===== src/rtl/markov_note_generator.sv =====
// Markov note generator: walks a transition table and emits count-weighted random notes.
// Each note needs a SUM scan, a rejection-sampled DRAW, a SELECT rescan, and an EMIT handshake.
module markov_note_generator #(
    parameter int          NOTE_W    = 7,
    parameter int          CNT_W     = 8,
    parameter int          ADDR_W    = 6,
    parameter int          LEN_W     = 8,
    parameter logic [15:0] LFSR_SEED = 16'hACE1
) (
    input  logic              clk,
    input  logic              reset,
    input  logic              start,
    input  logic [NOTE_W-1:0] seed_note,
    input  logic [LEN_W-1:0]  length,
    input  logic [ADDR_W:0]   tbl_len,
    output logic              tbl_rd_en,
    output logic [ADDR_W-1:0] tbl_addr,
    input  logic [NOTE_W-1:0] tbl_prev,
    input  logic [NOTE_W-1:0] tbl_next,
    input  logic [CNT_W-1:0]  tbl_count,
    output logic [NOTE_W-1:0] note_out,
    output logic              note_valid,
    input  logic              note_ready,
    output logic              busy,
    output logic              done,
    output logic              dead_end
);
    localparam int          SUM_W = CNT_W + ADDR_W;
    localparam logic [15:0] SEED  = (LFSR_SEED == 16'h0000) ? 16'h0001 : LFSR_SEED;

    typedef enum logic [2:0] {S_IDLE, S_SUM, S_DRAW, S_SELECT, S_EMIT, S_FINISH} state_t;
    state_t r_state, w_state_nx;

    logic [15:0]       r_lfsr;
    logic [NOTE_W-1:0] r_cur, r_nxt;
    logic [LEN_W-1:0]  r_rem;
    logic [ADDR_W:0]   r_tbl_len, r_addr;
    logic              r_vld, r_busy, r_dead;
    logic [SUM_W-1:0]  r_sum, r_r;

    logic              w_scan_issue, w_match, w_accept, w_hit;
    logic [SUM_W-1:0]  w_cnt, w_sum_nx, w_mask, w_draw;

    assign w_scan_issue = (r_addr < r_tbl_len);
    assign w_match      = r_vld && (tbl_prev == r_cur);
    assign w_cnt        = SUM_W'(tbl_count);
    assign w_sum_nx     = r_sum + (w_match ? w_cnt : '0);
    assign w_draw       = r_lfsr[SUM_W-1:0] & w_mask;
    assign w_accept     = (w_draw < r_sum);
    assign w_hit        = (r_state == S_SELECT) && w_match && (r_r < w_cnt);

    // Smear total-1 rightwards so the mask is the smallest all-ones value covering it.
    always_comb begin
        w_mask = r_sum - SUM_W'(1);
        for (int unsigned i = 1; i < SUM_W; i = i * 2) begin
            w_mask = w_mask | (w_mask >> i);
        end
    end

    always_ff @(posedge clk or negedge reset) begin
        if (!reset) r_state <= S_IDLE;
        else        r_state <= w_state_nx;
    end

    always_comb begin
        w_state_nx = r_state;
        case (r_state)
            S_IDLE:   if (start) w_state_nx = (length == '0) ? S_FINISH : S_SUM;
            S_SUM:    if (!w_scan_issue) w_state_nx = (w_sum_nx == '0) ? S_FINISH : S_DRAW;
            S_DRAW:   if (w_accept) w_state_nx = S_SELECT;
            S_SELECT: begin
                if (w_hit)              w_state_nx = S_EMIT;
                else if (!w_scan_issue) w_state_nx = S_FINISH;
            end
            S_EMIT:   if (note_ready) w_state_nx = (r_rem == LEN_W'(1)) ? S_FINISH : S_SUM;
            S_FINISH: w_state_nx = S_IDLE;
            default:  w_state_nx = S_IDLE;
        endcase
    end

    always_comb begin
        tbl_rd_en  = 1'b0;
        note_valid = 1'b0;
        done       = 1'b0;
        case (r_state)
            S_SUM, S_SELECT: tbl_rd_en  = w_scan_issue;
            S_EMIT:          note_valid = 1'b1;
            S_FINISH:        done       = 1'b1;
            default:         ;
        endcase
    end

    assign tbl_addr = r_addr[ADDR_W-1:0];
    assign note_out = r_nxt;
    assign busy     = r_busy;
    assign dead_end = r_dead;

    always_ff @(posedge clk or negedge reset) begin
        if (!reset) begin
            r_lfsr    <= SEED;
            r_cur     <= '0;
            r_nxt     <= '0;
            r_rem     <= '0;
            r_tbl_len <= '0;
            r_addr    <= '0;
            r_vld     <= 1'b0;
            r_busy    <= 1'b0;
            r_dead    <= 1'b0;
            r_sum     <= '0;
            r_r       <= '0;
        end else begin
            r_lfsr <= {1'b0, r_lfsr[15:1]} ^ (r_lfsr[0] ? 16'hB400 : 16'h0000);
            r_vld  <= tbl_rd_en;
            if (tbl_rd_en) r_addr <= r_addr + 1'b1;
            case (r_state)
                S_IDLE: if (start) begin
                    r_cur     <= seed_note;
                    r_rem     <= length;
                    r_tbl_len <= tbl_len;
                    r_dead    <= 1'b0;
                    r_busy    <= 1'b1;
                    r_addr    <= '0;
                    r_sum     <= '0;
                end
                S_SUM: begin
                    r_sum <= w_sum_nx;
                    if (!w_scan_issue && w_sum_nx == '0) r_dead <= 1'b1;
                end
                S_DRAW: if (w_accept) begin
                    r_r    <= w_draw;
                    r_addr <= '0;
                end
                S_SELECT: begin
                    if (w_hit)        r_nxt <= tbl_next;
                    else if (w_match) r_r   <= r_r - w_cnt;
                    if (!w_hit && !w_scan_issue) r_dead <= 1'b1;
                end
                S_EMIT: if (note_ready) begin
                    r_cur  <= r_nxt;
                    r_rem  <= r_rem - 1'b1;
                    r_addr <= '0;
                    r_sum  <= '0;
                end
                S_FINISH: r_busy <= 1'b0;
                default:  ;
            endcase
        end
    end
endmodule


===== config.mk =====
export PLATFORM = sky130hd
export DESIGN_NAME = markov_note_generator
export DESIGN_NICKNAME = d
export VERILOG_FILES = /design/src/rtl/markov_note_generator.sv
export SDC_FILE = /design/constraint.sdc
export NUM_CORES = 1
export LEC_CHECK = 0
export BUFFER_PORTS_ARGS = -buffer_cell sky130_fd_sc_hd__clkbuf_2
export CAP_MARGIN = 0
export CORE_MARGIN = 2
export CORE_UTILIZATION = 59
export DETAILED_ROUTE_END_ITERATION = 8
export PLACE_DENSITY = 0.87
export SYNTH_ARGS = -nofsm -noshare
export SYNTH_HDL_FRONTEND = slang
export SYNTH_SLANG_ARGS = --single-unit

===== constraint.sdc =====
create_clock -name clk -period 5.86 [get_ports clk]
set_clock_uncertainty 0.2 [all_clocks]
set_input_delay 0.293 -clock clk [delete_from_list [all_inputs] [get_ports clk]]
set_output_delay 0.293 -clock clk [all_outputs]
set_load 0.01 [all_outputs]

# --- After elaboration in Yosys (flattened, before gate mapping) ---
# Cells that the tools add are included.
word_totals:
  ff_bits: 86
  latchBits: 0
  ram_bits: 0
  romBits: 0
  inputBits: 48
  mem_count: 0
classes:
  addsub: 5
  mul: 0
  div_mod_pow: 0
  order_cmp: 3
  eq_ne: 16
  n_shift: 0
  n_mux: 39
  bitwise: 6
  reduce_logical: 24
ops:
  columns: ["op", "count"]
  rows:
  - ["14-bit 2-to-1 mux", 5]
  - ["7-bit 2-to-1 mux", 6]
  - ["14-bit one-hot mux with 3 select lines", 1]
  - ["14-bit one-hot mux with 2 select lines", 1]
  - ["3-bit 2-to-1 mux", 9]
  - ["8-bit 2-to-1 mux", 3]
  - ["7-bit one-hot mux with 3 select lines", 1]
  - ["16-bit 2-to-1 mux", 1]
  - ["8-bit one-hot mux with 2 select lines", 1]
  - ["15-bit by 16-bit bitwise XOR with 16-bit output", 1]
  - ["3-bit one-hot mux with 5 select lines", 1]
  - ["14-bit by 8-bit adder with 14-bit output", 1]
  - ["14-bit bitwise AND", 1]
  - ["14-bit zero test", 1]
  - ["14-bit less-than comparator", 1]
  - ["14-bit by 8-bit less-than comparator with 1-bit output", 1]
  - ["2-bit != test, second input constant", 7]
  - ["14-bit by 10-bit bitwise OR with 14-bit output", 1]
  - ["14-bit by 12-bit bitwise OR with 14-bit output", 1]
  - ["14-bit by 13-bit bitwise OR with 14-bit output", 1]
  - ["14-bit by 6-bit bitwise OR with 14-bit output", 1]
  - ["7-bit one-hot mux with 2 select lines", 1]
  - ["14-bit by 1-bit subtractor with 14-bit output, second input constant", 1]
  - ["14-bit by 8-bit subtractor with 14-bit output", 1]
  - ["other kinds (24)", 44]

# --- Depth between registers and ports, before layout ---
depth:
  word_depth: 9
  ltp_mapped: 19
  depth_no_buf: 17

# --- Least setup slack after synthesis ---
# OpenSTA, ideal clock, no wires.
synth_timing:
  kind: "register to register"
  start: "register r_sum[1]"
  end: "register r_state[2]"
  setup_ps: 79
  t_arrival_ps: 4469
  t_required_ps: 5581
  setup_slack_ps: 1112
  path_stages_with_launch: 17
  path_buffers: 1
  synth_period_minus_slack_ps: 4748
  path_cell_list: "dfrtp_1 inv_1 ha_1 or3b_2 buf_2 nor3_1 o21bai_4 a211oi_4 nand2_2 o41a_1 ha_1 a211oi_1 nor2_1 or4_1 o31a_1 a311o_1 a2bb2oi_1"
synth_between:
  elab_chain_len: 9
  word_cells_on_any_way: 14
  classes_between: "2 x add/sub; 1 x order compare; 1 x eq/ne; 3 x mux; 5 x bitwise; 2 x reduce/logical"
synth_rtl:
  columns: ["element", "line_no", "source"]
  rows:
  - ["start, declared", "39", "logic [SUM_W-1:0] r_sum, r_r;"]
  - ["start signal, assigned", "126", "r_sum <= w_sum_nx;"]
  - ["14-bit by 1-bit subtractor with 14-bit output", "54", "w_mask = r_sum - SUM_W'(1);"]
  - ["14-bit by 13-bit bitwise OR with 14-bit output", "56", "w_mask = w_mask | (w_mask >> i);"]
  - ["14-bit by 12-bit bitwise OR with 14-bit output", "56", null]
  - ["14-bit by 10-bit bitwise OR with 14-bit output", "56", null]
  - ["14-bit by 6-bit bitwise OR with 14-bit output", "56", null]
  - ["14-bit bitwise AND", "48", "assign w_draw = r_lfsr[SUM_W-1:0] & w_mask;"]
  - ["14-bit less-than comparator", "49", "assign w_accept = (w_draw < r_sum);"]
  - ["2-bit != test (no source line)", null, null]
  - ["5-bit AND reduction (no source line)", null, null]
  - ["end signal, assigned", "62", "else r_state <= w_state_nx;"]
  - ["end, declared", "32", "state_t r_state, w_state_nx;"]
# Parallel ways exist; a longest one is shown, timed or not. The select of a mux whose other input is x is not followed.
# A chain may end at the register's enable or synchronous reset.

# --- Worst setup path in the final report ---
layout_timing:
  start: "register r_sum[1]"
  end: "register r_addr[6]"
layout_between:
  elab_chain_len: 9
layout_rtl:
  columns: ["element", "line_no", "source"]
  rows:
  - ["14-bit by 1-bit subtractor with 14-bit output", "54", null]
  - ["14-bit by 13-bit bitwise OR with 14-bit output", "56", null]
  - ["14-bit by 12-bit bitwise OR with 14-bit output", "56", null]
  - ["14-bit by 10-bit bitwise OR with 14-bit output", "56", null]
  - ["14-bit by 6-bit bitwise OR with 14-bit output", "56", null]
  - ["14-bit bitwise AND", "48", null]
  - ["14-bit less-than comparator *", "49", null]
  - ["7-bit 2-to-1 mux *", "129", "S_DRAW: if (w_accept) begin"]
  - ["7-bit one-hot mux with 3 select lines *", "115", "case (r_state)"]
  - ["end signal, assigned", "114", "if (tbl_rd_en) r_addr <= r_addr + 1'b1;"]
  - ["end, declared", "37", "logic [ADDR_W:0] r_tbl_len, r_addr;"]
# Every way passes the cells marked *; elsewhere a longest branch is shown, timed or not.

==> run summary <==
ANT nets after route = 0
internal power = 1.38 mW
worst path cell trace = inv_1 -> ha_1 -> or3b_2 -> nor3_1 -> o21bai_4 -> a211oi_4 -> nand2_2 -> o41a_1 -> ha_1 -> a211oi_1 -> nor2_1 -> or4_1 -> o21a_1 -> o31a_1 -> nor4_4 -> nor3_1
Root Driver = clkbuf_8
switching pwr = 0.972 mW
Worst setup SP type = flip-flop
Worst-Skew Late Latency = 390 ps
Final nets = 809
starting density of the core = 59.9%
Reg power frac = 35.1%
hold crit path type = in -> reg
switch share = 41.2%
DRT iter0 DRCs = 374
Syn Area/Cell = 8.88 um2
peak fanout along the critical path = 9
RSZ-0062 raised after global routing = false
final setup fails = 0
Warnings, synthesis = 0
initial antenna violation count = 0
CP bufs+invs = 1
Net Count, Synth = 740
WS Path Type = reg -> reg
Resize count post-CTS = 0
die height = 103 um
CTS tree = yes
failing checks = hold timing
Slew headroom = 21.8%
FILL cells = 741
vias per cell = 6.16
max_cap viols = 0
status = finished, violations left
cell count after synthesis = 650
top_reg_cell synth = dfrtp_1
clk slew on worst S/H paths = 100 ps
Ports = 66
DR WL/cell = 17.5 um
GPL Wtd Cong = 0.920
Tmin final = 5350 ps
Num CTS Buffers = 9
clock sink total = 86
vias in the first global route = 5,214
delay-heaviest family, CP = simple AND/OR/NAND/NOR gates
crit share post-route = 91.4%
DRC viols = 0
Clk pwr share = 22.5%
pin count of the biggest net entering global routing = 66
# diodes = 0
Crit-path slowest cell = or3b_2
area grow syn2layout = 14.3%
fin. max-slew vios = 0
EDFF count, synth = 0
largest stage delay on the critical path = 580 ps
peak supply drop = 0.320 mV
FMAX = 0.187 GHz
Tot GR Track Use = 29.6%
drt total wl = 15,000 um
required time of the critical path = 5880 ps
Via Count = 5,275
Hold Fails Final Rpt = 1
Pwr Density = 357 nW/um2
Gate power share = 42.4%
final hold slack = -4.38 ps
clock buffer depth = 2
Die ar. = 10,600 um2
layout cells sized above 1 = 16.9%
Unique masters post-synth = 68
total grt overflow = 0
first-pass GRT wire length = 24,500 um
first drt pass iteration count = 5
Worst-Margin Slew = 1160 ps
IO Port Bufs = 65
sequential element share of the synthesized area = 37.5%
H-Tree Depth = 3
Std-Cell Rows = 36
leakage dissipation = 3.07 nW
crit path DAT = 5370 ps
Synth Cell Area = 5770 um2
Fin Setup TNS = 0 ps
HPWL after detailed placement = 10,700 um
die width = 103 um
Core Region = 9640 um2
Seq cells post-synth = 86
Worst setup EP type = flip-flop
Async SR Flop Fraction = 100%
flip-flops by register name, summed over array words and instances, names as in the netlist:
register and cells:
r_addr 7, r_lfsr 16, r_vld 1, r_rem 8, r_state 3, r_cur 7
busy 1, r_sum 14, dead_end 1, note_out 7, r_tbl_len 7, r_r 14
per-layer routing:
metal  up-vias  GRT usage [%]  wire, um
met2       234           50.1      7410
met4         0           12.8       507
met5         -              0         0
li1       2462              -         -
met1      2532           37.2      6300
met3        47           5.42       799
worst register-to-register path: stages (launching register included):
cell	delay [ps]
dfrtp_1	470
inv_1	150
ha_1	300
or3b_2	580
nor3_1	350
o21bai_4	130
a211oi_4	360
nand2_2	130
o41a_1	450
ha_1	310
a211oi_1	250
nor2_1	80
or4_1	560
o21a_1	220
o31a_1	160
nor4_4	360
nor3_1	130
layout by cell type (no fill, tap or decap), types with 3 or more instances in the layout:
cell type / synthesis / layout
a211oi_1: 8 / 8
a21boi_0: 7 / 7
a21oi_1: 32 / 32
a22o_1: 7 / 7
a22oi_1: 6 / 6
a31oi_1: 14 / 14
and2_1: 5 / 5
and3_1: 8 / 8
buf_4: 6 / 9
bufinv_16: 0 / 3
clkbuf_2: 2 / 64
clkbuf_8: 0 / 9
dfrtp_1: 78 / 78
dfstp_2: 8 / 8
dlygate4sd3_1: 0 / 17
ha_1: 40 / 40
inv_1: 40 / 40
mux2_2: 12 / 12
mux2i_1: 8 / 8
nand2_1: 40 / 40
nand2b_1: 12 / 12
nand3_1: 8 / 8
nand4_1: 9 / 9
nor2_1: 60 / 60
nor2b_1: 7 / 7
nor3_1: 37 / 37
nor4_1: 9 / 9
o211ai_1: 3 / 3
o21a_1: 5 / 5
o21ai_0: 62 / 62
o21bai_1: 4 / 4
or3_1: 6 / 6
or4_1: 6 / 6
xnor2_1: 23 / 23
xor2_1: 14 / 14
per-stage QoR:
| step | instance area, um2 | std cells | util, % | setup slack [ps] | power (mW) |
|---|---|---|---|---|---|
| after floorplan | 5770 | 650 | - | 1110 | 1.56 |
| after global placement | 6170 | 824 | 64.0 | 831 | 1.74 |
| after detailed placement | 6170 | 824 | 64.0 | 612 | 1.80 |
| after CTS | 6590 | 856 | 68.3 | 555 | 2.34 |
| after global routing | 6600 | 857 | 68.4 | 192 | 2.51 |
| final | 6600 | 857 | 68.4 | 506 | 2.36 |
kinds of logic after synthesis:
family | share of synthesized area [%]
mux | 3.73
buf+inv | 5.36
compound gates | 19.7
flops | 37.5
fa+ha+maj | 9.37
xor+xnor | 5.62
simple gates | 18.8
what timing repair did:
| action | 4_1_cts | 5_1_grt |
|---|---|---|
| buffers inserted | 0 | 0 |
| hold buffers | 16 | 1 |
| hold endpoints to repair | 36 | 1 |
area by class of cell:
type | count | area, um2 | area share (%)
multi-input cells | 491 | 3300 | 50.0
clock buffers | 9 | 124 | 1.88
inverters | 41 | 154 | 2.33
well taps | 133 | 166 | 2.52
clock inverters | 7 | 131 | 1.99
flip-flops and latches | 86 | 2160 | 32.8
repair buffers | 90 | 558 | 8.46
final timing paths:
check / slack [ps] / start / end / depth (start not counted)
max: 510 / r_sum[1] / r_addr[6] / 16
min: -4 / seed_note[0] / r_cur[0] / 3
max reg2reg: 510 / r_sum[1] / r_addr[6] / 16
min reg2reg: 170 / r_lfsr[6] / r_lfsr[5] / 0
max in group asynchronous: 4200 / reset / r_rem[5] / 3
min in group asynchronous: 140 / reset / r_r[9] / 2
cell usage after synthesis (7+ instances only):
cell / number / area [um2]
mux2_2: 12 / 135
o21ai_0: 62 / 310
a31oi_1: 14 / 87.6
and3_1: 8 / 50.1
xnor2_1: 23 / 201
xor2_1: 14 / 123
nor3_1: 37 / 185
a21oi_1: 32 / 160
clkbuf_1: 20 / 75.1
nand2b_1: 12 / 75.1
nand4_1: 9 / 56.3
a22o_1: 7 / 61.3
nor2b_1: 7 / 43.8
mux2i_1: 8 / 80.1
dfstp_2: 8 / 210
ha_1: 40 / 500
nor4_1: 9 / 56.3
inv_1: 40 / 150
nor2_1: 60 / 225
dfrtp_1: 78 / 1950
nand2_1: 40 / 150
a211oi_1: 8 / 60.1
nand3_1: 8 / 40.0
a21boi_0: 7 / 52.6
power groups by stage:
stage / registers, mW / clock network, mW / logic [mW]
3_3_place_gp: 0.828 / 0 / 0.917
5_1_grt: 0.844 / 0.559 / 1.11
4_1_cts: 0.824 / 0.531 / 0.981
6_report: 0.827 / 0.530 / 1.00
3_5_place_dp: 0.835 / 0 / 0.961
2_1_floorplan: 0.787 / 0 / 0.768
(Power assumes the default switching activity.)
